$ cat config.mk
export PLATFORM = sky130hd
export DESIGN_NAME = dma_read_req_scheduler
export DESIGN_NICKNAME = d
export VERILOG_FILES = /design/src/rtl/dma_read_req_scheduler.sv
export SDC_FILE = /design/constraint.sdc
export NUM_CORES = 1
export LEC_CHECK = 0
export ABC_AREA = 0
export CELL_PAD_IN_SITES_DETAIL_PLACEMENT = 1
export CELL_PAD_IN_SITES_GLOBAL_PLACEMENT = 1
export CORE_MARGIN = 5
export CORE_UTILIZATION = 38
export CTS_CLUSTER_SIZE = 30
export DETAILED_ROUTE_END_ITERATION = 8
export PLACE_DENSITY = 0.92
export SLEW_MARGIN = 10
export SYNTH_ARGS = -nofsm -noshare
export SYNTH_HDL_FRONTEND = slang
export SYNTH_SLANG_ARGS = --single-unit
$ cat constraint.sdc
create_clock -name clock -period 11.6 [get_ports clock]
set_clock_uncertainty 0.1 [all_clocks]
set_input_delay 2.32 -clock clock [delete_from_list [all_inputs] [get_ports clock]]
set_output_delay 2.32 -clock clock [all_outputs]
set_load 0.005 [all_outputs]
$ cat src/rtl/dma_read_req_scheduler.sv
// rtl/dma_read_req_scheduler.sv - DMA read command scheduler: tracker allocation then beat-aligned memory requests (optional perf counters via DMA_READ_REQ_SCHED_PERF_EN)
module dma_read_req_scheduler #(
   parameter int BYTE_WIDTH = 15,
   parameter int ADDR_W     = 40,
   parameter int BEAT_BYTES = 64,
   parameter int LEN_W      = 7
) (
   input  logic                  clock,
   input  logic                  reset,
   input  logic                  io_cmd_valid,
   output logic                  io_cmd_ready,
   input  logic [5:0]            io_cmd_bits_tag_rob_id,
   input  logic [ADDR_W-1:0]     io_cmd_bits_vaddr,
   input  logic [BYTE_WIDTH-1:0] io_cmd_bits_bytes,
   output logic                  io_alloc_valid,
   input  logic                  io_alloc_ready,
   output logic [5:0]            io_alloc_bits_tag_rob_id,
   output logic [BYTE_WIDTH-1:0] io_alloc_bits_bytes_to_read,
   input  logic                  io_alloc_bits_cmd_id,
   output logic                  io_req_valid,
   input  logic                  io_req_ready,
   output logic [ADDR_W-1:0]     io_req_bits_addr,
   output logic [LEN_W-1:0]      io_req_bits_bytes,
   output logic                  io_req_bits_cmd_id,
   output logic                  io_busy
`ifdef DMA_READ_REQ_SCHED_PERF_EN
   ,
   output logic [31:0]           io_perf_cmds,
   output logic [31:0]           io_perf_alloc_stall,
   output logic [31:0]           io_perf_req_stall
`endif
);

   localparam int OFF_W = $clog2(BEAT_BYTES);

   typedef enum logic [1:0] {
      IDLE  = 2'd0,
      ALLOC = 2'd1,
      ISSUE = 2'd2
   } state_t;

   state_t                state_q, state_d;
   logic [5:0]            tag_q, tag_d;
   logic [ADDR_W-1:0]     addr_q, addr_d;
   logic [BYTE_WIDTH-1:0] rem_q, rem_d;
   logic [BYTE_WIDTH-1:0] total_q, total_d;
   logic                  id_q, id_d;

   // Chunk size: stop at the next beat boundary or at the end of the transfer.
   logic [OFF_W-1:0] beat_off;
   logic [LEN_W-1:0] room;
   logic [LEN_W-1:0] chunk;
   logic             last_chunk;

   assign beat_off   = addr_q[OFF_W-1:0];
   assign room       = LEN_W'(BEAT_BYTES) - LEN_W'(beat_off);
   assign chunk      = (rem_q < BYTE_WIDTH'(room)) ? rem_q[LEN_W-1:0] : room;
   assign last_chunk = (BYTE_WIDTH'(chunk) == rem_q);

   // All outputs come from state and registered payload only.
   assign io_cmd_ready                = (state_q == IDLE);
   assign io_alloc_valid              = (state_q == ALLOC);
   assign io_alloc_bits_tag_rob_id    = tag_q;
   assign io_alloc_bits_bytes_to_read = total_q;
   assign io_req_valid                = (state_q == ISSUE);
   assign io_req_bits_addr            = addr_q;
   assign io_req_bits_bytes           = chunk;
   assign io_req_bits_cmd_id          = id_q;
   assign io_busy                     = (state_q != IDLE);

   // Next-state and datapath update for the command/alloc/issue sequence.
   always_comb begin
      state_d = state_q;
      tag_d   = tag_q;
      addr_d  = addr_q;
      rem_d   = rem_q;
      total_d = total_q;
      id_d    = id_q;
      case (state_q)
         IDLE: begin
            if (io_cmd_valid) begin
               tag_d   = io_cmd_bits_tag_rob_id;
               addr_d  = io_cmd_bits_vaddr;
               rem_d   = io_cmd_bits_bytes;
               total_d = io_cmd_bits_bytes;
               // A zero-length command is swallowed without touching the tracker.
               if (io_cmd_bits_bytes != '0) begin
                  state_d = ALLOC;
               end
            end
         end
         ALLOC: begin
            if (io_alloc_ready) begin
               id_d    = io_alloc_bits_cmd_id;
               state_d = ISSUE;
            end
         end
         ISSUE: begin
            if (io_req_ready) begin
               // Address wraps silently at 2^ADDR_W.
               addr_d = addr_q + ADDR_W'(chunk);
               rem_d  = rem_q - BYTE_WIDTH'(chunk);
               if (last_chunk) begin
                  state_d = IDLE;
               end
            end
         end
         default: begin
            state_d = IDLE;
         end
      endcase
   end

   // State register.
   always_ff @(posedge clock) begin
      if (reset) begin
         state_q <= IDLE;
      end else begin
         state_q <= state_d;
      end
   end

   // Command payload registers; reset abandons any in-flight command.
   always_ff @(posedge clock) begin
      if (reset) begin
         tag_q   <= '0;
         addr_q  <= '0;
         rem_q   <= '0;
         total_q <= '0;
         id_q    <= 1'b0;
      end else begin
         tag_q   <= tag_d;
         addr_q  <= addr_d;
         rem_q   <= rem_d;
         total_q <= total_d;
         id_q    <= id_d;
      end
   end

`ifdef DMA_READ_REQ_SCHED_PERF_EN
   logic [31:0] perf_cmds_q;
   logic [31:0] perf_alloc_stall_q;
   logic [31:0] perf_req_stall_q;

   assign io_perf_cmds        = perf_cmds_q;
   assign io_perf_alloc_stall = perf_alloc_stall_q;
   assign io_perf_req_stall   = perf_req_stall_q;

   // Saturating event counters: completed commands and stall cycles.
   always_ff @(posedge clock) begin
      if (reset) begin
         perf_cmds_q        <= '0;
         perf_alloc_stall_q <= '0;
         perf_req_stall_q   <= '0;
      end else begin
         if (state_q == ISSUE && io_req_ready && last_chunk && perf_cmds_q != '1) begin
            perf_cmds_q <= perf_cmds_q + 32'd1;
         end
         if (state_q == ALLOC && !io_alloc_ready && perf_alloc_stall_q != '1) begin
            perf_alloc_stall_q <= perf_alloc_stall_q + 32'd1;
         end
         if (state_q == ISSUE && !io_req_ready && perf_req_stall_q != '1) begin
            perf_req_stall_q <= perf_req_stall_q + 32'd1;
         end
      end
   end
`endif

endmodule

==> impl_metrics.json <==
{
  "die_w_microns": 125,
  "path_clk_slew_ns": 0.06,
  "rsz0062_at_grt": "no",
  "synth_top_cells_by_area": "dfxtp_1, nand2_1, a21oi_1",
  "drc": 0,
  "comb_power_share_pct": 35.8,
  "worstSetupPathType": "reg2out",
  "synthArstFlopShare_pct": 0,
  "finalWirelength_microns": 19600,
  "syn_to_final_growth_pct": 36.4,
  "io_buffers": 139,
  "crit_family": "simple AND/OR/NAND/NOR gates",
  "p_per_area_mw_per_mm2": 146,
  "hold_viol_final": 0,
  "synth_common_cells": "nand2_1, dfxtp_1, a21oi_1",
  "yosysUniqueCellTypes": 74,
  "dieArea_sq_mm": 0.0157,
  "holdPathEnd": "io_alloc_bits_bytes_to_read[12]",
  "drt-initial-drc-count": 397,
  "die_h_microns": 125,
  "swShare_pct": 34.6,
  "synth-main-ff-cell": "dfxtp_1",
  "critPathMaxFanout": 13,
  "ys_seq_area_share_pct": 31.3,
  "synth_cells": 661,
  "worst_slew_pin_slew_ns": 1.08,
  "vias": 5692,
  "grt_pass1_wl_microns": 31500,
  "post_cts_buffers": 0,
  "cpPeakStageDelay_ns": 0.88,
  "final-seq-area_sq_mm": 0.00158,
  "worstSkewPairLatency_ns": 0.35,
  "rows": 42,
  "synth.most_common_cell": "nand2_1",
  "nets": 868,
  "viasPerCell": 5.94,
  "cp-start-kind": "flop",
  "slew_viol_final": 0,
  "worst_slack_ns": 5.11,
  "finalSetupViolations": 0,
  "antenna_found_initial": 0,
  "grt_pass1_vias": 6037,
  "period_share_pct": 56.0,
  "worstHoldStart": "io_alloc_bits_bytes_to_read[12]",
  "dp_hpwl_microns": 14000,
  "grt_overflow": 0,
  "fmax_mhz": 154,
  "p_leak_nw": 2.46,
  "syn_nets": 751,
  "wire_per_inst_microns": 20.5,
  "worstHoldPathType": "reg2reg",
  "cp.buffers_inverters": 3,
  "yosysTopAreaCell": "dfxtp_1",
  "drive_gt1_share_pct": 5.36,
  "r2r-end": "io_req_bits_addr[33]",
  "dr.pass1.iters": 4,
  "internal-power_w": 0.000658,
  "critPathArrivalTime_ns": 4.07,
  "crit_slowest_cell": "nor4b_4",
  "place.gp.congestion": 0.913,
  "synth_warnings": 0,
  "cts.sinks": 79,
  "crit_path_end_kind": "primary output",
  "power_frac_clock_pct": 31.8,
  "seqPwrFrac_pct": 32.3,
  "syn_area_per_cell_sq_um": 7.64,
  "cts_max_level": 3,
  "worstPathCellList": "inv_1 -> ha_1 -> nand2_1 -> xor2_1 -> inv_1 -> ha_1 -> a21oi_1 -> and2b_2 -> nor4b_4 -> mux2i_1 -> clkdlybuf4s50_1",
  "synth_seq_cells": 79,
  "reg2reg_depth": 17,
  "post-route-min-period_ns": 6.49,
  "cts_root_buf": "clkbuf_16",
  "cts_buffers": 9,
  "ir_drop_mv": 0.0649,
  "worstHoldPathCells": 2,
  "status": "finished clean",
  "floorplan.initialDensity_pct": 38.4,
  "reg2reg_slack_ns": 5.72,
  "cap_viol_max_count": 0,
  "grt_max_degree": 79,
  "crit_required_ns": 9.18,
  "pre_cts_ws_ns": 5.46,
  "slew_headroom_pct": 27.9,
  "n_fill_cell": 1609,
  "multi_input_area_sq_mm": 0.00324,
  "grt_usage_pct": 24.5,
  "pin_count": 140,
  "postRouteAntennaNets": 0,
  "setup-tns-final_ns": 0,
  "core_area_sq_mm": 0.0131,
  "postCtsHoldBufs": 0,
  "diodes": 0,
  "cts_buffer_depth": 2,
  "synth.top_cell.area_share_pct": 31.3,
  "cts_tree": "built",
  "p_sw_w": 0.000347,
  "syn_area_sq_mm": 0.00505,
  "cts_resized": 0,
  "synth-edff-count": 0,
  "timing.rr.start": "io_req_bits_addr[0]"
}
==> metrics by stage <==
| stage | utilization (%) | hold WS [ns] | std cells | area, sq um | total power [W] |
|---|---|---|---|---|---|
| floorplan | - | 0.344 | 661 | 5050 | 0.000536 |
| CTS | 52.4 | 0.359 | 959 | 6890 | 0.00101 |
| finish | 52.4 | 0.354 | 959 | 6890 | 0.00101 |
| global route | 52.4 | 0.384 | 959 | 6890 | 0.00106 |
| global placement | 49.9 | 0.342 | 943 | 6560 | 0.000666 |
| detailed placement | 49.9 | 0.349 | 943 | 6560 | 0.000686 |
==> tightest hold or removal path, stage by stage (launching register included) <==
cell,delay (ns)
dfxtp_1,0.31
nand2_1,0.05
a21oi_1,0.05
==> layout by cell type (no fill, tap or decap), types with 4 or more instances in the layout <==
master	count
dfxtp_1	79
o21a_1	11
and3_1	5
a221oi_1	5
or4_1	4
o211ai_1	14
nor3_1	21
o22ai_1	6
a21o_1	4
nand2_1	96
nor2_1	51
o21ai_1	13
buf_4	6
clkdlybuf4s50_1	138
inv_1	21
o21ai_0	23
a31oi_1	12
mux2i_1	14
nand4_1	7
nor2b_1	6
nor4_1	12
a22oi_1	7
ha_1	21
mux2_1	6
xor2_1	4
clkbuf_16	9
a211oi_1	17
or3_1	4
a21oi_1	63
o31ai_1	4
nand3_1	29
==> worst max-delay path by stage <==
stage	slack, ns	end	start	cells past startpoint
global placement	5.67	io_req_bits_bytes[1]	io_req_bits_addr[0]	11
floorplan	6.77	io_req_bits_bytes[1]	io_req_bits_addr[0]	11
detailed placement	5.46	io_req_bits_bytes[1]	io_req_bits_addr[0]	11
finish	5.11	io_req_bits_bytes[1]	io_req_bits_addr[0]	11
global route	4.85	io_req_bits_bytes[1]	io_req_bits_addr[0]	11
CTS	5.08	io_req_bits_bytes[1]	io_req_bits_addr[0]	11
==> kinds of logic (layout without fill, tap and decap cells) <==
| group | Yosys count | after routing | synth area share [%] |
|---|---|---|---|
| buffers and inverters | 62 | 184 | 4.85 |
| adders and majority gates | 23 | 23 | 5.99 |
| DFF | 79 | 79 | 31.3 |
| muxes | 23 | 23 | 4.93 |
| xor gates and xnor gates | 7 | 7 | 1.21 |
| AOI/OAI and AO/OA | 205 | 205 | 26.2 |
| and+or+nand+nor | 262 | 262 | 25.5 |
==> power groups by stage <==
stage / clock network [W] / registers [W] / logic, W
3_3_place_gp: 0 / 0.000328 / 0.000338
5_1_grt: 0.000336 / 0.000328 / 0.000392
2_1_floorplan: 0 / 0.000323 / 0.000213
4_1_cts: 0.000324 / 0.000324 / 0.000360
6_report: 0.000320 / 0.000325 / 0.000360
3_5_place_dp: 0 / 0.000330 / 0.000356
==> layout make-up <==
class / instances / share of cell area, %
clock buffer: 10 / 3.47
clock inverter: 6 / 1.34
inverter: 23 / 1.25
multi-input combinational: 520 / 47.0
sequential: 79 / 23.0
tap: 176 / 3.20
timing repair buffer: 145 / 20.8
==> flip-flops by register name (all words and copies together), names as in the netlist <==
register / count
io_req_bits_addr: 40
io_alloc_bits_bytes_to_read: 15
rem_q: 15
io_alloc_bits_tag_rob_id: 6
state_q: 2
io_req_bits_cmd_id: 1
==> layer usage <==
layer / track usage (%) / vias to the layer above / share of wire (%)
met5: 0 / - / 0
met4: 8.74 / 0 / 1.8
met3: 4.69 / 29 / 5.7
met2: 43.6 / 172 / 51
met1: 29.3 / 2814 / 42
li1: - / 2677 / -
Note: power is estimated with default switching activity, not from simulation.
